==> config.mk <==
export PLATFORM = sky130hd
export DESIGN_NAME = fetch_pc_unit
export DESIGN_NICKNAME = d
export VERILOG_FILES = /design/src/rtl/fetch_pc_unit_pkg.sv /design/src/rtl/fetch_pc_unit_predecode.sv /design/src/rtl/fetch_pc_unit.sv
export SDC_FILE = /design/constraint.sdc
export NUM_CORES = 1
export LEC_CHECK = 0
export BUFFER_PORTS_ARGS = -buffer_cell sky130_fd_sc_hd__clkbuf_2
export CAP_MARGIN = 0
export CORE_MARGIN = 5
export CORE_UTILIZATION = 39
export DETAILED_ROUTE_END_ITERATION = 8
export MAX_ROUTING_LAYER = met4
export PLACE_DENSITY = 0.78
export REMOVE_ABC_BUFFERS = 1
export SYNTH_ARGS = -nofsm -noshare
export SYNTH_HDL_FRONTEND = slang
export SYNTH_SLANG_ARGS = --single-unit
==> constraint.sdc <==
create_clock -name clk -period 2.1 [get_ports clk]
set_clock_uncertainty 0.1 [all_clocks]
set_input_delay 0.21 -clock clk [delete_from_list [all_inputs] [get_ports clk]]
set_output_delay 0.21 -clock clk [all_outputs]
set_load 0.01 [all_outputs]
==> src/rtl/fetch_pc_unit_pkg.sv <==
// Shared constants for the fetch stage: exception codes, reset/handler vectors,
// legal IM window and the opcode/funct fields that identify branches and jumps.
package fetch_pc_unit_pkg;

  localparam logic [4:0]  EXC_INT  = 5'd0;
  localparam logic [4:0]  EXC_ADEL = 5'd4;

  localparam logic [31:0] DEF_RESET_PC   = 32'h0000_3000;
  localparam logic [31:0] DEF_HANDLER_PC = 32'h0000_4180;
  localparam logic [31:0] DEF_IM_LO      = 32'h0000_3000;
  localparam logic [31:0] DEF_IM_HI      = 32'h0000_6FFC;

  localparam logic [5:0] OP_SPECIAL = 6'h00;
  localparam logic [5:0] OP_REGIMM  = 6'h01;
  localparam logic [5:0] OP_J       = 6'h02;
  localparam logic [5:0] OP_JAL     = 6'h03;
  localparam logic [5:0] OP_BEQ     = 6'h04;
  localparam logic [5:0] OP_BNE     = 6'h05;
  localparam logic [5:0] OP_BLEZ    = 6'h06;
  localparam logic [5:0] OP_BGTZ    = 6'h07;
  localparam logic [4:0] RT_BLTZ    = 5'h00;
  localparam logic [4:0] RT_BGEZ    = 5'h01;
  localparam logic [5:0] FN_JR      = 6'h08;
  localparam logic [5:0] FN_JALR    = 6'h09;

  typedef struct packed {
    logic [31:0] pc;
    logic        bd;
  } fetch_state_t;

endpackage

==> src/rtl/fetch_pc_unit_predecode.sv <==
// Combinational predecoder: flags any branch or jump whose successor sits in a
// delay slot. Also reused by the D-stage controller.
module fetch_predecode
  import fetch_pc_unit_pkg::*;
(
  input  logic [31:0] instr_i,
  output logic        is_bj_o
);

  always_comb begin
    // NOTE: every combinational output gets a default first so no path can infer a latch.
    is_bj_o = 1'b0;
    casez (instr_i)
      {OP_BEQ,  26'b?}, {OP_BNE, 26'b?}, {OP_BLEZ, 26'b?},
      {OP_BGTZ, 26'b?}, {OP_J,   26'b?}, {OP_JAL,  26'b?}:    is_bj_o = 1'b1;
      {OP_REGIMM, 5'b?, RT_BLTZ, 16'b?},
      {OP_REGIMM, 5'b?, RT_BGEZ, 16'b?}:                      is_bj_o = 1'b1;
      {OP_SPECIAL, 20'b?, FN_JR}, {OP_SPECIAL, 20'b?, FN_JALR}: is_bj_o = 1'b1;
      default:                                                is_bj_o = 1'b0;
    endcase
  end

endmodule

==> src/rtl/fetch_pc_unit.sv <==
// F-stage PC owner: next-PC priority mux, delay-slot tracking, fetch address
// check (AdEL) and instruction zeroing on a faulting fetch.
module fetch_pc_unit
  import fetch_pc_unit_pkg::*;
#(
  parameter logic [31:0] RESET_PC   = DEF_RESET_PC,
  parameter logic [31:0] HANDLER_PC = DEF_HANDLER_PC,
  parameter logic [31:0] IM_LO      = DEF_IM_LO,
  parameter logic [31:0] IM_HI      = DEF_IM_HI
) (
  input  logic        clk,
  input  logic        reset,
  input  logic        En_F,
  input  logic        req,
  input  logic        eret_D,
  input  logic [31:0] EPC,
  input  logic        Jump_D,
  input  logic [31:0] Target_D,
  input  logic [31:0] Instr_IM,
  output logic [31:0] Pc_F,
  output logic [31:0] Instruction_F,
  output logic [4:0]  Exception_F,
  output logic        BD_F
);

  fetch_state_t state_q, state_d;
  logic         adel;
  logic         is_bj;

  // Unsigned compares; a wrapped PC simply lands outside the window.
  assign adel = (state_q.pc[1:0] != 2'b00) || (state_q.pc < IM_LO) || (state_q.pc > IM_HI);

  assign Pc_F          = state_q.pc;
  assign BD_F          = state_q.bd;
  assign Exception_F   = adel ? EXC_ADEL : EXC_INT;
  assign Instruction_F = adel ? 32'd0 : Instr_IM;

  // Decoding the zeroed word keeps a faulting fetch from marking a delay slot.
  fetch_predecode u_predecode (
    .instr_i (Instruction_F),
    .is_bj_o (is_bj)
  );

  always_comb begin
    state_d = state_q;
    if (req) begin
      state_d.pc = HANDLER_PC;
      state_d.bd = 1'b0;
    end else if (En_F) begin
      // A stalled redirect is dropped here; D re-presents it once En_F returns.
      if (eret_D) begin
        state_d.pc = EPC;
        state_d.bd = 1'b0;
      end else if (Jump_D) begin
        state_d.pc = Target_D;
        state_d.bd = is_bj;
      end else begin
        state_d.pc = state_q.pc + 32'd4;
        state_d.bd = is_bj;
      end
    end
  end

  always_ff @(posedge clk) begin
    // NOTE: sequential state uses non-blocking assignments so every register samples pre-edge values.
    if (reset) begin
      state_q.pc <= RESET_PC;
      state_q.bd <= 1'b0;
    end else begin
      state_q <= state_d;
    end
  end

endmodule

==> results of run 1 <==
metal layers:
metal	vias to the layer above	track usage (%)
met1	1647	30.50
met5	-	-
li1	1697	-
met2	180	40.90
met3	23	5.810
met4	0	6.436
path summary, 6_finish.rpt:
path / slack [ps] / endpoint / depth (start not counted) / startpoint
worst max register to register: 120 / Pc_F[22]$_SDFFE_PP0P_ / 6 / Pc_F[3]$_SDFFE_PP0P_
worst min register to register: 380 / BD_F$_SDFFE_PP0P_ / 2 / BD_F$_SDFFE_PP0P_
worst min-delay path: 80 / Pc_F[14]$_SDFFE_PP0P_ / 2 / reset
worst max-delay path: -30 / Instruction_F[7] / 7 / Pc_F[28]$_SDFFE_PP0P_
area by class of cell:
cell class / instances / area share [%]
repair buffers: 202 / 29.60
clock buffers: 7 / 2.210
inverters: 10 / 0.9609
well taps: 77 / 2.466
flip-flops and latches: 33 / 17.49
multi-input cells: 283 / 47.28
state kept, by name, summed over array words and instances (netlist names), named ones only:
register  count
Pc_F         30
BD_F          1
worst register-to-register path: stages (launching register included):
cell and delay (ps):
dfxtp_2 360, ha_1 190, and3_1 180, nand2_1 80, or4_4 530, o211a_1 230, a311oi_1 220
cell usage in the layout, fill, tap and decap left out, drive strengths merged, types with 3 or more instances in the layout:
cell and n:
clkbuf 142, o22ai 3, a22oi 20, and4 3, a21oi 19, and3 12
nand2 26, dfxtp 33, conb 4, nor4 9, and2 34, a21o 5
a221o 3, a211oi 8, nand4 5, o31ai 4, o21ai 31, nand2b 4
nor3 11, o211ai 3, or2 3, nor2 19, nand3 11, a311oi 8
buf 67, mux2i 4, a22o 3, a221oi 3, inv 10, a31oi 3
where the power goes:
group,internal (mW),total [mW],switching [mW]
sequential,0.651,0.682,0.0311
clock,0.260,0.514,0.254
combinational,0.321,0.654,0.333
total,1.23,1.85,0.618
timing repair:
action,4_1_cts,5_1_grt
setup endpoints to repair,33,42
gates resized for setup,15,49
buffers inserted,4,3
pin swaps,5,5
gates cloned,1,0
cell families (layout without fill, tap and decap cells):
group / after synthesis / count (layout) / synth area share (%)
AOI/OAI and AO/OA: 127 / 127 / 33.22
xor gates and xnor gates: 1 / 1 / 0.3356
adders and majority gates: 1 / 1 / 0.4793
buffers and inverters: 44 / 219 / 7.479
DFF: 33 / 33 / 25.31
muxes: 4 / 4 / 1.534
other: 1 / 4 / 0.1437
and+or+nand+nor: 146 / 146 / 31.49
==> metrics, run 1 <==
status finished, violations left; failing checks negative setup slack; Max Freq 0.4688 GHz; setup_tns -628.1 ps; GP Congestion 0.9104; Synth area leaders dfxtp_1 (25%), and2_1 (8.1%), o21ai_0 (5.9%), a22oi_1 (5.8%), nand2_1 (3.7%); placed insts 597; total power 1.851 mW; Post-synth EDFFs 0; Setup CP Type reg -> out; CP max FO 17; initial antenna violation count 0; CP Data Arrival Time 1820 ps; Routed met3 length 870 µm; area of placed instances 3616 µm²; Lkg Pwr 1.931 nW; post-DP HPWL 8154 µm; total number of vias 3547; IO buf count 167; slowest stage delay, CP 360 ps; setup ws final -33.19 ps; first-pass GRT wire length 16810 µm; leading cell type by number of instances after synthesis and2_1; cts bufs inserted 5; top sig layer met4; Setup violations, final 32; sequential fraction of the synthesis area 25.31%; gr usage total 24.78%; wl on met1 4435 µm; Tmin final 2133 ps; drt first pass iters 5; Sink Count 33; Starting Density 40.64%; Crit-path slowest cell dfxtp_2; synth cell count leaders and2_1 (34), dfxtp_1 (33), o21ai_0 (31); Syn Inst Count 357; Buffers & Inverters on Critical Path 3; Yosys top cell by area dfxtp_1; vias per cell 5.796; routed wire length per instance 17.58 µm; Critical Path Sink Type output pin; TritonCTS clock tree done; met2 wire len 5280 µm; Slew Limit Fails 0; final core utilization 60.82%; Die ar. 8428 µm²; pre-CTS setup slack 61.95 ps; cts hold-fix bufs 0; Filler Cell Count 556; Final Cell Area 3906 µm²; Layout Nets 638; Ys Warns 0; Synth top area share 25.31%; Rows 29; max-cap violations 0; routed wire length 10760 µm; core box area 6422 µm²; Initial DRC Count 260; crit path cell chain nor4_4 -> nand2_2 -> nor3_4 -> buf_12 -> buf_16 -> and2_1 -> buf_2; ANT cells 0; Final ANT Viol Nets 0; CTS root buffer clkbuf_8; vias in the first global route 3458; Die Span X 91.81 µm; synth-to-layout area growth 49.66%; I/O Pins 172; register area 683.2 µm²; Post-Syn Area 2610 µm²; kind of cell adding the most delay to the critical path simple AND/OR/NAND/NOR gates; largest net degree at the start of global routing 34; worst path required time 1790 ps; Power Dens Cells 473.8 nW/µm²; clock insertion delay at the later pin of the skew report 300 ps; RSZ-0062 raised after global routing true; hold slack 76.55 ps; Hold Path Class in -> reg; period utilization 101.6%; post-synth cell types 55; ys async rst share 0%; Multi-input gate area 1847 µm²; Most used DFF post-synth dfxtp_1; layout cells sized above 1 45.05%; maximum clock insertion buffer count 2; syn_area_per_cell 7.311 µm²; post-route insts no fill 612; worst vdd ir 349.8 µV; gr ovfl total 0; DRC Markers 0; number of synthesized register bits 33; final hold violations 0; Worst Tran Pin Value 510.9 ps; Clk pin slew, worst setup/hold paths 70 ps; Die Y 91.81 µm; Relative slew margins 65.90%; H-tree Lvls 2; CP startpoint kind flop
Power figures use the tool's default switching activity.
==> inputs of run 2 (changes only) <==
--- a/config.mk
+++ b/config.mk
@@ -7,11 +7,13 @@
 export LEC_CHECK = 0
 export BUFFER_PORTS_ARGS = -buffer_cell sky130_fd_sc_hd__clkbuf_2
 export CAP_MARGIN = 0
+export CORE_ASPECT_RATIO = 0.5
 export CORE_MARGIN = 5
-export CORE_UTILIZATION = 39
+export CORE_UTILIZATION = 40
+export CTS_BUF_LIST = sky130_fd_sc_hd__clkbuf_4 sky130_fd_sc_hd__clkbuf_8
 export DETAILED_ROUTE_END_ITERATION = 8
 export MAX_ROUTING_LAYER = met4
-export PLACE_DENSITY = 0.78
+export PLACE_DENSITY = 0.8
 export REMOVE_ABC_BUFFERS = 1
 export SYNTH_ARGS = -nofsm -noshare
 export SYNTH_HDL_FRONTEND = slang
==> metrics, run 2 (synthesized netlist as in run 1, its figures left out) <==
max FFs per register 30; layout cells sized above 1 44.99%; maximum clock insertion buffer count 2; DRC Markers 0; most frequent cells in the layout clkbuf_2 (142), and2_1 (31), o21ai_0 (31), nand2_1 (26), buf_4 (25); vias in the first global route 3297; Crit. Startpoint Pc_F[12]$_SDFFE_PP1P_; RSZ-0062 raised after global routing true; GP Congestion 0.8917; Final ANT Viol Nets 0; Clk pin slew, worst setup/hold paths 80 ps; drt first pass iters 5; Critical Path Sink Type output pin; Starting Density 42.06%; vias per cell 5.652; Tmin final 2093 ps; H-tree Lvls 2; r2r startpoint Pc_F[14]$_SDFFE_PP0P_; Initial DRC Count 328; gr ovfl total 0; Slew Limit Fails 0; period utilization 99.66%; Setup violations, final 0; Layout Nets 631; largest net degree at the start of global routing 41; setup_tns 0 ps; CP startpoint kind flop; worst vdd ir 283.7 µV; cts bufs inserted 5; Setup CP Type reg -> out; Die Span X 124.2 µm; initial antenna violation count 0; clock insertion delay at the later pin of the skew report 290 ps; Die ar. 8339 µm²; first-pass GRT wire length 15910 µm; cts hold-fix bufs 0; CP Data Arrival Time 1780 ps; worst path required time 1790 ps; routed wire length 10250 µm; Max Freq 0.4778 GHz; Sink Count 33; Hold Crit Start reset; Rows 20; Lkg Pwr 1.909 nW; TritonCTS clock tree done; I/O Pins 172; Power Dens Cells 461.2 nW/µm²; routed wire length per instance 16.62 µm; core box area 6206 µm²; post-DP HPWL 7605 µm; Die Y 67.12 µm; max-cap violations 0; Hold Path Class in -> reg; commonest non-fill, non-tap cell in the layout clkbuf_2; final hold violations 0; synth-to-layout area growth 47.99%; CP max FO 17; status finished, final reports clean; total number of vias 3487; IO buf count 167; CTS root buffer clkbuf_8; ANT cells 0; gr usage total 23.85%; hold slack 87.72 ps
[run 2: report_power, final]
part,internal [mW],switching (mW)
logic,0.292,0.322
clock network,0.229,0.255
registers,0.651,0.0333
total,1.17,0.610
[run 2: path summary, 6_finish.rpt]
kind,to,slack [ps],depth (start not counted)
worst max register to register,Pc_F[22]$_SDFFE_PP0P_,100,5
worst max-delay path,Instruction_F[1],7,7
worst min register to register,BD_F$_SDFFE_PP0P_,380,2
worst min-delay path,Pc_F[14]$_SDFFE_PP0P_,90,2
[run 2: cell type report]
type / count / area (µm²)
clock buffers: 5 / 68.82
clock inverters: 3 / 17.52
fillers: 589 / 2344
inverters: 10 / 37.54
multi-input cells: 283 / 1868
flip-flops and latches: 33 / 681.9
well taps: 88 / 110.1
repair buffers: 195 / 1079
[run 2: routing by layer]
layer | up-vias | part of all wire, % | routed length [µm] | GRT usage, %
li1 | 1683 | - | - | -
met1 | 1615 | 41 | 4191 | 29.24
met2 | 177 | 51 | 5196 | 41.47
met3 | 12 | 7.3 | 747 | 4.484
met4 | 0 | 1.2 | 119 | 5.601
met5 | - | 0 | 0 | -
[run 2: metrics by stage]
step | worst slack [ps] | cell area (µm²) | utilization, % | instances | power (mW)
finish | 7.115 | 3862 | 62.24 | 617 | 1.781
global route | -112.9 | 3862 | 62.24 | 617 | 1.878
CTS | -40.71 | 3806 | 61.33 | 616 | 1.801
detailed placement | 59.90 | 3585 | 57.76 | 602 | 1.265
global placement | 157.2 | 3585 | 57.76 | 602 | 1.256
floorplan | -444.3 | 2464 | - | 326 | 0.9579
[run 2: critical path, stage by stage (launching register included)]
cell and delay, ps:
dfxtp_1 360, buf_4 160, nand2_1 80, xor2_1 180, nor3_4 220, buf_6 190
and2_1 150, clkbuf_2 130
[run 2: timing repair]
item / CTS / global route
buffers inserted: 5 / 3
setup endpoints to repair: 35 / 44
resized for setup: 18 / 47
gates cloned: 1 / 0
pin swaps: 4 / 4
==> inputs of run 3 (changes only) <==
--- a/config.mk
+++ b/config.mk
@@ -9,11 +9,11 @@
 export CAP_MARGIN = 0
 export CORE_ASPECT_RATIO = 0.5
 export CORE_MARGIN = 5
-export CORE_UTILIZATION = 40
+export CORE_UTILIZATION = 35
 export CTS_BUF_LIST = sky130_fd_sc_hd__clkbuf_4 sky130_fd_sc_hd__clkbuf_8
 export DETAILED_ROUTE_END_ITERATION = 8
 export MAX_ROUTING_LAYER = met4
-export PLACE_DENSITY = 0.8
+export PLACE_DENSITY = 0.71
 export REMOVE_ABC_BUFFERS = 1
 export SYNTH_ARGS = -nofsm -noshare
 export SYNTH_HDL_FRONTEND = slang
==> metrics, run 3 (synthesized netlist as in run 1, its figures left out) <==
Crit-path slowest cell dfxtp_4; maximum clock insertion buffer count 2; Hold Path Class in -> reg; largest net degree at the start of global routing 27; r2r worst-path depth 5; GP Congestion 0.8623; core box area 7295 µm²; DRC Markers 0; total number of vias 3428; failing checks negative setup slack; Worst Tran Pin Value 532.0 ps; CTS root buffer clkbuf_8; met2 wire len 5228 µm; slowest stage delay, CP 370 ps; CP startpoint kind flop; vias per cell 5.441; wl on met1 4494 µm; worst hold path cell count 2; ANT cells 0; Rows 22; max-cap violations 0; Final ANT Viol Nets 0; status finished, violations left; RSZ-0062 raised after global routing true; Setup CP Type reg -> out; Buffers & Inverters on Critical Path 3; Setup violations, final 32; gr ovfl total 0; commonest non-fill, non-tap cell in the layout clkbuf_2; clock insertion delay at the later pin of the skew report 290 ps; Starting Density 35.78%; kind of cell adding the most delay to the critical path simple AND/OR/NAND/NOR gates; cts bufs inserted 5; Lkg Pwr 1.970 nW; Critical Path Sink Type output pin; Die ar. 9389 µm²; Sink Count 33; placed insts 613; Die Y 71.06 µm; Clk pin slew, worst setup/hold paths 80 ps; TritonCTS clock tree done; routed wire length per instance 16.65 µm; I/O Pins 172; crit path cell chain nor4_4 -> nand3_2 -> nor3_4 -> buf_12 -> buf_12 -> and2_1 -> buf_2; Relative slew margins 64.50%; first-pass GRT wire length 16130 µm; most frequent cells in the layout clkbuf_2 (136), o21ai_0 (31), buf_4 (29), nand2_1 (26), dfxtp_1 (22); Max Freq 0.4634 GHz; Power Dens Cells 503.4 nW/µm²; routed wire length 10490 µm; period utilization 102.8%; CP Data Arrival Time 1850 ps; IO buf count 167; vias in the first global route 3276; setup ws final -57.96 ps; Initial DRC Count 236; Routed met3 length 671 µm; Slew Limit Fails 0; drt first pass iters 5; H-tree Lvls 2; Layout Nets 636; post-DP HPWL 7778 µm; post-route insts no fill 630; CP max FO 9; CP most frequent cell buf_12; total power 2.041 mW; Die Span X 132.1 µm; top sig layer met4; worst vdd ir 229.7 µV; final hold violations 0; critical path depth 7; layout cells sized above 1 46.25%; gr usage total 21.12%; worst path required time 1790 ps; initial antenna violation count 0; synth-to-layout area growth 55.32%; Tmin final 2158 ps; max FFs per register 30
[run 3: changes by cell type in the layout (fill, tap and decap cells not counted), moves of 4 or more]
cell / delta
buf_6: +8
and2_1: -10
dfxtp_2: -4
and2_4: +10
buf_2: -4
buf_4: +4
clkbuf_2: -6
[run 3: worst paths after layout]
| check | start | endpoint | slack (ps) |
|---|---|---|---|
| setup / recovery | Pc_F[26]$_SDFFE_PP0P_ | Instruction_F[3] | -60 |
| hold / removal | reset | Pc_F[14]$_SDFFE_PP0P_ | 90 |
| setup reg to reg | Pc_F[15]$_SDFFE_PP0P_ | Pc_F[22]$_SDFFE_PP0P_ | 120 |
| hold reg to reg | BD_F$_SDFFE_PP0P_ | BD_F$_SDFFE_PP0P_ | 390 |
[run 3: area by class of cell]
type                    count  area [µm²]
flip-flops and latches     33       684.4
multi-input cells         283        1864
well taps                  96       120.1
repair buffers            200        1227
clock inverters             1       30.03
inverters                  10       37.54
clock buffers               7       90.09
fillers                   713        3241
[run 3: timing repair]
| action | in CTS | in global routing |
|---|---|---|
| cloned | 1 | 1 |
| pin swaps | 0 | 9 |
| resized for setup | 21 | 62 |
| hold buffers | 0 | 0 |
| endpoints found under the setup margin | 32 | 36 |
| buffers inserted | 3 | 4 |
[run 3: where the power goes]
part	switching (mW)	leakage (nW)	total (mW)	internal, mW
clock	0.245	0.0619	0.645	0.400
combinational	0.347	1.63	0.717	0.370
sequential	0.0307	0.275	0.680	0.649
[run 3: metal layers]
metal  vias to the layer above  global-route usage [%]
li1                       1692                       -
met1                      1607                   26.42
met2                       117                   36.00
met3                        12                   3.693
met4                         0                   4.561
met5                         -                       -
[run 3: per-stage QoR]
step / cell area, µm² / utilization (%) / TNS [ps] / hold slack, ps / setup WS, ps
after CTS: 3877 / 53.16 / -154.1 / 86.63 / -26.01
after global routing: 4054 / 55.57 / -3151 / 109.9 / -117.5
after floorplan: 2464 / - / -14840 / 182.1 / -444.3
after detailed placement: 3617 / 49.59 / 0 / 375.6 / 48.17
after global placement: 3617 / 49.59 / 0 / 361.6 / 171.7
final: 4054 / 55.57 / -996.2 / 93.63 / -57.96
[run 3: worst register-to-register path, stage by stage, from the launching register on]
cell      delay [ps]
dfxtp_1          390
nand4_2          140
or2_0            300
or4_4            510
o211a_1          210
a311oi_1         240
